==> src/rtl/dest_pkg.sv <==
// Shared types for the destination-register tracker: destination-mode encoding
// and the per-stage pipeline entry.
package dest_pkg;

  // Entry address storage width; must be at least the tracker's ADDR_W.
  localparam int ENTRY_ADDR_W = 8;

  typedef enum logic [1:0] {
    DST_RT   = 2'b00,
    DST_RD   = 2'b01,
    DST_LINK = 2'b10,
    DST_NONE = 2'b11
  } dst_sel_e;

  typedef struct packed {
    logic                    valid;
    logic                    we;
    logic [ENTRY_ADDR_W-1:0] addr;
  } stage_entry_t;

endpackage

==> src/rtl/dest_sel_mux.sv <==
// Selects the destination register of the decoding instruction from its
// destination mode: rt, rd, the link register, or none (register 0).
module dest_sel_mux
  import dest_pkg::*;
#(
  parameter int ADDR_W   = 5,
  parameter int LINK_REG = 31
) (
  input  dst_sel_e          dst_sel,
  input  logic [ADDR_W-1:0] rt_field,
  input  logic [ADDR_W-1:0] rd_field,
  output logic [ADDR_W-1:0] dest_addr
);

  always_comb begin
    // NOTE: default first so every path assigns dest_addr and no latch is inferred.
    dest_addr = '0;
    case (dst_sel)
      DST_RT:   dest_addr = rt_field;
      DST_RD:   dest_addr = rd_field;
      DST_LINK: dest_addr = ADDR_W'(LINK_REG);
      default:  dest_addr = '0;
    endcase
  end

endmodule

==> src/rtl/dest_reg_tracker.sv <==
// Tracks destination registers of in-flight instructions from issue to
// write-back, producing the write-back strobe plus hazard/forwarding selects.
module dest_reg_tracker
  import dest_pkg::*;
#(
  parameter int ADDR_W   = 5,
  parameter int STAGES   = 3,
  parameter int LINK_REG = 31
) (
  input  logic              clk,
  input  logic              rst_n,
  input  logic              issue_valid,
  input  logic [1:0]        dst_sel,
  input  logic              reg_write,
  input  logic [ADDR_W-1:0] rt_field,
  input  logic [ADDR_W-1:0] rd_field,
  input  logic [ADDR_W-1:0] src_a,
  input  logic [ADDR_W-1:0] src_b,
  input  logic              stall,
  input  logic              flush,
  output logic [ADDR_W-1:0] dest_addr,
  output logic              wb_en,
  output logic [ADDR_W-1:0] wb_addr,
  output logic              hazard_a,
  output logic              hazard_b,
  output logic [STAGES-2:0] fwd_a,
  output logic [STAGES-2:0] fwd_b
);

  localparam int LAST = STAGES - 1;

  dst_sel_e     sel;
  logic         accept;
  stage_entry_t new_entry;
  stage_entry_t stage_q [STAGES];
  logic [STAGES-2:0] match_a;
  logic [STAGES-2:0] match_b;

  assign sel = dst_sel_e'(dst_sel);

  dest_sel_mux #(
    .ADDR_W   (ADDR_W),
    .LINK_REG (LINK_REG)
  ) u_dest_sel_mux (
    .dst_sel   (sel),
    .rt_field  (rt_field),
    .rd_field  (rd_field),
    .dest_addr (dest_addr)
  );

  // Flush beats issue; register 0 is never tracked as a write.
  assign accept = issue_valid && !stall && !flush;

  always_comb begin
    new_entry       = '0;
    new_entry.valid = accept;
    new_entry.we    = accept && reg_write && (sel != DST_NONE) && (dest_addr != '0);
    new_entry.addr  = ENTRY_ADDR_W'(dest_addr);
  end

  // NOTE: the stage array is a handful of flops, not a RAM, so it is reset
  // (valid bits must clear); non-blocking assignments keep the shift ordered.
  always_ff @(posedge clk) begin
    if (!rst_n) begin
      for (int k = 0; k < STAGES; k++) stage_q[k] <= '0;
    end else begin
      stage_q[0] <= flush ? '0 : new_entry;
      for (int k = 1; k < STAGES; k++) stage_q[k] <= flush ? '0 : stage_q[k-1];
    end
  end

  // The last stage is writing the register file this cycle (write-first), so
  // it never counts as a hazard.
  always_comb begin
    match_a = '0;
    match_b = '0;
    for (int k = 0; k < STAGES - 1; k++) begin
      match_a[k] = stage_q[k].valid && stage_q[k].we && (src_a != '0) &&
                   (stage_q[k].addr == ENTRY_ADDR_W'(src_a));
      match_b[k] = stage_q[k].valid && stage_q[k].we && (src_b != '0) &&
                   (stage_q[k].addr == ENTRY_ADDR_W'(src_b));
    end
  end

  // Isolate the lowest set bit: the youngest matching stage.
  assign fwd_a    = match_a & (~match_a + (STAGES-1)'(1));
  assign fwd_b    = match_b & (~match_b + (STAGES-1)'(1));
  assign hazard_a = |match_a;
  assign hazard_b = |match_b;

  assign wb_en   = stage_q[LAST].valid && stage_q[LAST].we;
  assign wb_addr = wb_en ? stage_q[LAST].addr[ADDR_W-1:0] : '0;

endmodule

==> config.mk <==
export PLATFORM = sky130hd
export DESIGN_NAME = dest_reg_tracker
export DESIGN_NICKNAME = d
export VERILOG_FILES = /design/src/rtl/dest_pkg.sv /design/src/rtl/dest_sel_mux.sv /design/src/rtl/dest_reg_tracker.sv
export SDC_FILE = /design/constraint.sdc
export NUM_CORES = 1
export LEC_CHECK = 0
export CAP_MARGIN = 20
export CORE_MARGIN = 5
export CORE_UTILIZATION = 40
export DETAILED_ROUTE_END_ITERATION = 8
export PLACE_DENSITY_LB_ADDON = 0.3
export SLEW_MARGIN = 15
export SYNTH_ARGS = -nofsm -noshare
export SYNTH_HDL_FRONTEND = slang
export SYNTH_SLANG_ARGS = --single-unit
==> constraint.sdc <==
create_clock -name clk -period 3.3 [get_ports clk]
set_input_delay 0.495 -clock clk [delete_from_list [all_inputs] [get_ports clk]]
set_output_delay 0.495 -clock clk [all_outputs]
set_load 0.1 [all_outputs]
# Word level (Yosys, flattened, before mapping)
# Memory sizes are Yosys's and may differ from the RTL's.
# Cells that the tools add are included.
[totals]
n_memories = 1
register_bits = 0
wordCells = 51
mem_bits_rw = 30
[mem_list]
columns = ["memory", "depth", "width", "rd", "rd_clocked_by_memory_dff", "write_ports", "line", "rtl"]
rows = [
  ["stage_q", 3, 10, 3, 0, 3, "dest_reg_tracker.sv:35", "stage_entry_t stage_q [STAGES];"],
]
[op_classes]
bitwise = 7
mux = 10
add_sub_neg = 2
n_eq_ne = 7
reduce_logical = 24
[op_table]
columns = ["op", "n"]
rows = [
  ["two-way mux 10 bit", 6],
  ["equality test 8 x 5 -> 1 bit", 4],
  ["logical AND 1 bit", 16],
  ["case mux 5 bit (3 select lines)", 1],
  ["nonzero test 5 bit", 3],
  ["two-way mux 5 bit", 1],
  ["adder 2 x 1 -> 2 bit, second input constant", 2],
  ["AND 2 bit", 2],
  ["NOT 2 bit", 2],
  ["OR reduction 2 bit", 2],
  ["OR 1 bit", 3],
  ["equality test 2 x 1 -> 1 bit, second input constant", 1],
  ["equality test 2 bit, second input constant", 1],
  ["logical NOT 1 bit", 2],
  ["logical NOT 2 bit", 1],
  ["two-way mux 1 bit", 2],
  ["inequality test 2 bit, second input constant", 1],
]

# Logic depth before layout (Yosys ltp)
[logic_depth]
word_depth = 8
mapped_depth = 6

# Hierarchy
# Synthesis repeated with hierarchy kept, for this count alone.
[unflattened]
hier_cells = 105
area_unflattened_um2 = 979.7
[modules_own_cells]
columns = ["module", "seq_area_each_um2", "n_inst", "area_per_inst_um2", "cells_per_inst"]
rows = [
  ["dest_reg_tracker", 420.4, 1, 903.4, 94],
  ["dest_sel_mux", 0.0, 1, 76.3, 11],
]

# Worst setup path before layout
# Ideal clock, no wire load.
[synth_path]
path_kind = "input to output"
start = "in src_b[2]"
end = "out fwd_b[1]"
stages = 4
path_slack_ps = -1387
required_time_ps = 2805
n_path_buf = 0
t_arrival_ps = 4192
cell_sequence = "xnor2_1 > nand4_1 > nor3_1 > nor2_1"
[synth_via]
elab_chain_cells = 6
elab_cells_between_ends = 10
classes_between = "add/sub (1); eq/ne (2); bitwise (2); reduce/logical (5)"
[synth_rtl]
columns = ["item", "line", "rtl"]
rows = [
  ["from (decl)", "dest_reg_tracker.sv:18", "input logic [ADDR_W-1:0] src_b,"],
  ["nonzero test 5 bit", "dest_reg_tracker.sv:80", "match_b[k] = stage_q[k].valid && stage_q[k].we && (src_b != '0) &&"],
  ["logical AND 1 bit (2 in a row)", "dest_reg_tracker.sv:80", ""],
  ["NOT 2 bit", "dest_reg_tracker.sv:87", "assign fwd_b = match_b & (~match_b + (STAGES-1)'(1));"],
  ["adder 2 x 1 -> 2 bit", "dest_reg_tracker.sv:87", ""],
  ["AND 2 bit *", "dest_reg_tracker.sv:87", ""],
  ["to (decl)", "dest_reg_tracker.sv:27", "output logic [STAGES-2:0] fwd_b"],
]
# Mark *: on every way between the ends. The rest lies on a longest branch, timed or not.

# Worst setup path after layout
[layout_path]
start = "in src_b[1]"
end = "out fwd_b[1]"
# The elaborated chain is that of the path after synthesis.

==> out/metrics.yaml <==
die:
  start_util_pct: 41.5
  fp.coreArea_um2: 2480
  row_count: 18
  die-area_um2: 3680
  die_w_um: 60.7
  die_height_um: 60.7
  num_io_pins: 45
timing:
  post-route-min-period_ps: 2730
  worst_slew_pin_slew_ps: 857
  hold_violations: 0
  clock_skew_ps: 2.57
  fmax_mhz: 367
  drv_slew: 0
  relSlewSlack_pct: 42.8
  fin_crit_sh_pct: 82.6
  setup_viol: 0
  rsz0062_at_grt: "false"
  finalWorstSetupSlack_ps: 575
  setup_tns_ps: 0
hold_path:
  worst_hold_startpoint: "stage_q[0][18]"
  hold_class: "reg -> reg"
setup_path:
  startpoint_type: "input port"
  crit_top_cell: "nor2_1"
  cp_top_family: "simple AND/OR/NAND/NOR gates"
  critPathCaptureType: "primary output"
  cp.required_ps: 2800
  criticalPathCategory: "in -> out"
  timing.rr.start: "stage_q[0][12]"
  worst_path_max_delay_cell: "or4_1"
  cp_num_buf_inv: 2
  arrival_ps: 2230
  max_stage_delay_ps: 550
  ff2ff_setup_slack_ps: 2700
  cp_max_fo: 3
  critPathLaunch: "src_b[1]"
  worstPathCellList: "clkdlybuf4s50_1, or4_1, nor2_1, nor3_4, nor2_1, buf_12"
place:
  dp_hpwl_um: 1990
  dp.cells: 182
  port-buffer-count: 44
  pre_cts_slack_ps: 552
  place_congestion: 0.856
layout:
  mostFrequentLayoutCells: "clkdlybuf4s50_1, dfxtp_1, xnor2_1, and2_1"
  regMostFlops: "stage_q"
  fillCellCount: 233
  drive_gt1_share_pct: 14.1
  multi_input_area_um2: 571
  largest_reg_flops: 21
  antenna_cells: 0
  seqCellArea_um2: 420
  top_regs: "stage_q: 21 flops"
  area_growth_pct: 47.0
  layout.nets: 185
  fin_cells: 186
  final_common_cell: "clkdlybuf4s50_1"
clocking:
  cts_tree: "built"
  clockBufferDepth: 2
  root_buffer: "clkbuf_4"
  clkTransAtPathRegs_ps: 100
  cts.repair.resized: 0
  clk_latency_ps: 290
  clock_sinks: 21
  cts_made_buffers: 3
  cts_setup_buffers: 0
  cts_max_level: 1
  cts_hold_buf: 0
drt:
  vias: 884
  drtAntennaViolNets: 0
  via_per_inst: 4.75
  drt_iter0_markers: 13
  drc: 0
  dr.pass1.iters: 4
  wirelength_um: 2320
  wl_per_cell_um: 12.5
grt:
  grt_pass1_wl_um: 3820
  grt_pass1_vias: 914
  grt_usage_pct: 13.7
  grt_max_degree: 18
  gr-total-overflow: 0
  grt_antenna_before_repair: 0
logic_synthesis:
  ys_seq_elements: 21
  synthCells: 116
  yosys-top-cells-area: "dfxtp_1, xnor2_1, and2_1"
  synthesis.nets: 144
  yosys_warnings: 0
  synth_top_area_share_pct: 40.9
  synth_area_um2: 1030
  syn_area_per_cell_um2: 8.86
  yosysSeqAreaShare_pct: 40.9
  synth_top_cell_by_area: "dfxtp_1"
  ys_types: 24
power:
  power.density_nw_per_um2: 332
  leakagePower_nw: 0.599
  ir_worst_vdd_uv: 229
flow_run:
  max_cap_viol_count: 0
run_status:
  status: "finished, final reports clean"
==> power breakdown <==
part | internal, W | total (W) | switching [W]
Clock | 0.0000470 | 0.000116 | 0.0000692
Combinational | 0.0000541 | 0.000123 | 0.0000687
Sequential | 0.000258 | 0.000263 | 0.00000482
Total | 0.000359 | 0.000502 | 0.000143
==> stage by stage <==
step	cell area, um2	power [W]	hold slack [ps]	utilization, %
global route	1510	0.000528	499	61.0
detailed placement	1480	0.000392	450	59.9
global placement	1480	0.000390	433	59.9
floorplan	1050	0.000348	430	-
finish	1510	0.000502	471	61.0
CTS	1510	0.000507	475	61.0
==> cell type report <==
cell class              count  share of cell area [%]
well taps                  30                    2.49
clock buffers               4                    1.74
repair buffers             44                    29.7
multi-input cells          85                    37.8
inverters                   2                   0.497
flip-flops and latches     21                    27.8
==> cell usage after synthesis <==
| master | number |
|---|---|
| clkbuf_2 | 2 |
| nor2_1 | 13 |
| xnor2_1 | 18 |
| nor3_1 | 3 |
| nor2b_1 | 1 |
| buf_4 | 5 |
| inv_1 | 2 |
| and2b_1 | 1 |
| nand2b_1 | 3 |
| nand3_1 | 2 |
| a21oi_1 | 2 |
| o22ai_1 | 1 |
| and2_1 | 18 |
| o2bb2ai_1 | 2 |
| dfxtp_1 | 21 |
| or4_1 | 4 |
| nand4_1 | 4 |
| nor3b_1 | 1 |
| clkbuf_1 | 1 |
| a31oi_1 | 1 |
| xor2_1 | 2 |
| nand4b_1 | 1 |
| and3_1 | 5 |
| nand2_1 | 3 |
==> logic make-up (layout without fill, tap and decap cells) <==
group,count (synthesis),after routing,share of synthesized area (%)
AO/OA/AOI/OAI,6,6,3.90
XOR/XNOR,20,20,17.1
buffers and inverters,10,50,5.73
flip-flops,21,21,40.9
AND/OR/NAND/NOR,59,59,32.4
==> routing by layer <==
metal,vias to the layer above,GRT usage [%],part of all wire (%)
met4,0,4.64,0.60
li1,458,-,-
met2,39,26.4,51
met5,-,0,0
met3,2,3.62,10
met1,385,14.1,38
==> worst paths after layout <==
| path | endpoint | depth (start not counted) |
|---|---|---|
| worst max-delay path | fwd_b[1] | 6 |
| worst min register to register | stage_q[0][28] | 1 |
| worst max register to register | stage_q[0][22] | 1 |
| worst min-delay path | stage_q[0][28] | 1 |
(Power assumes the default switching activity.)
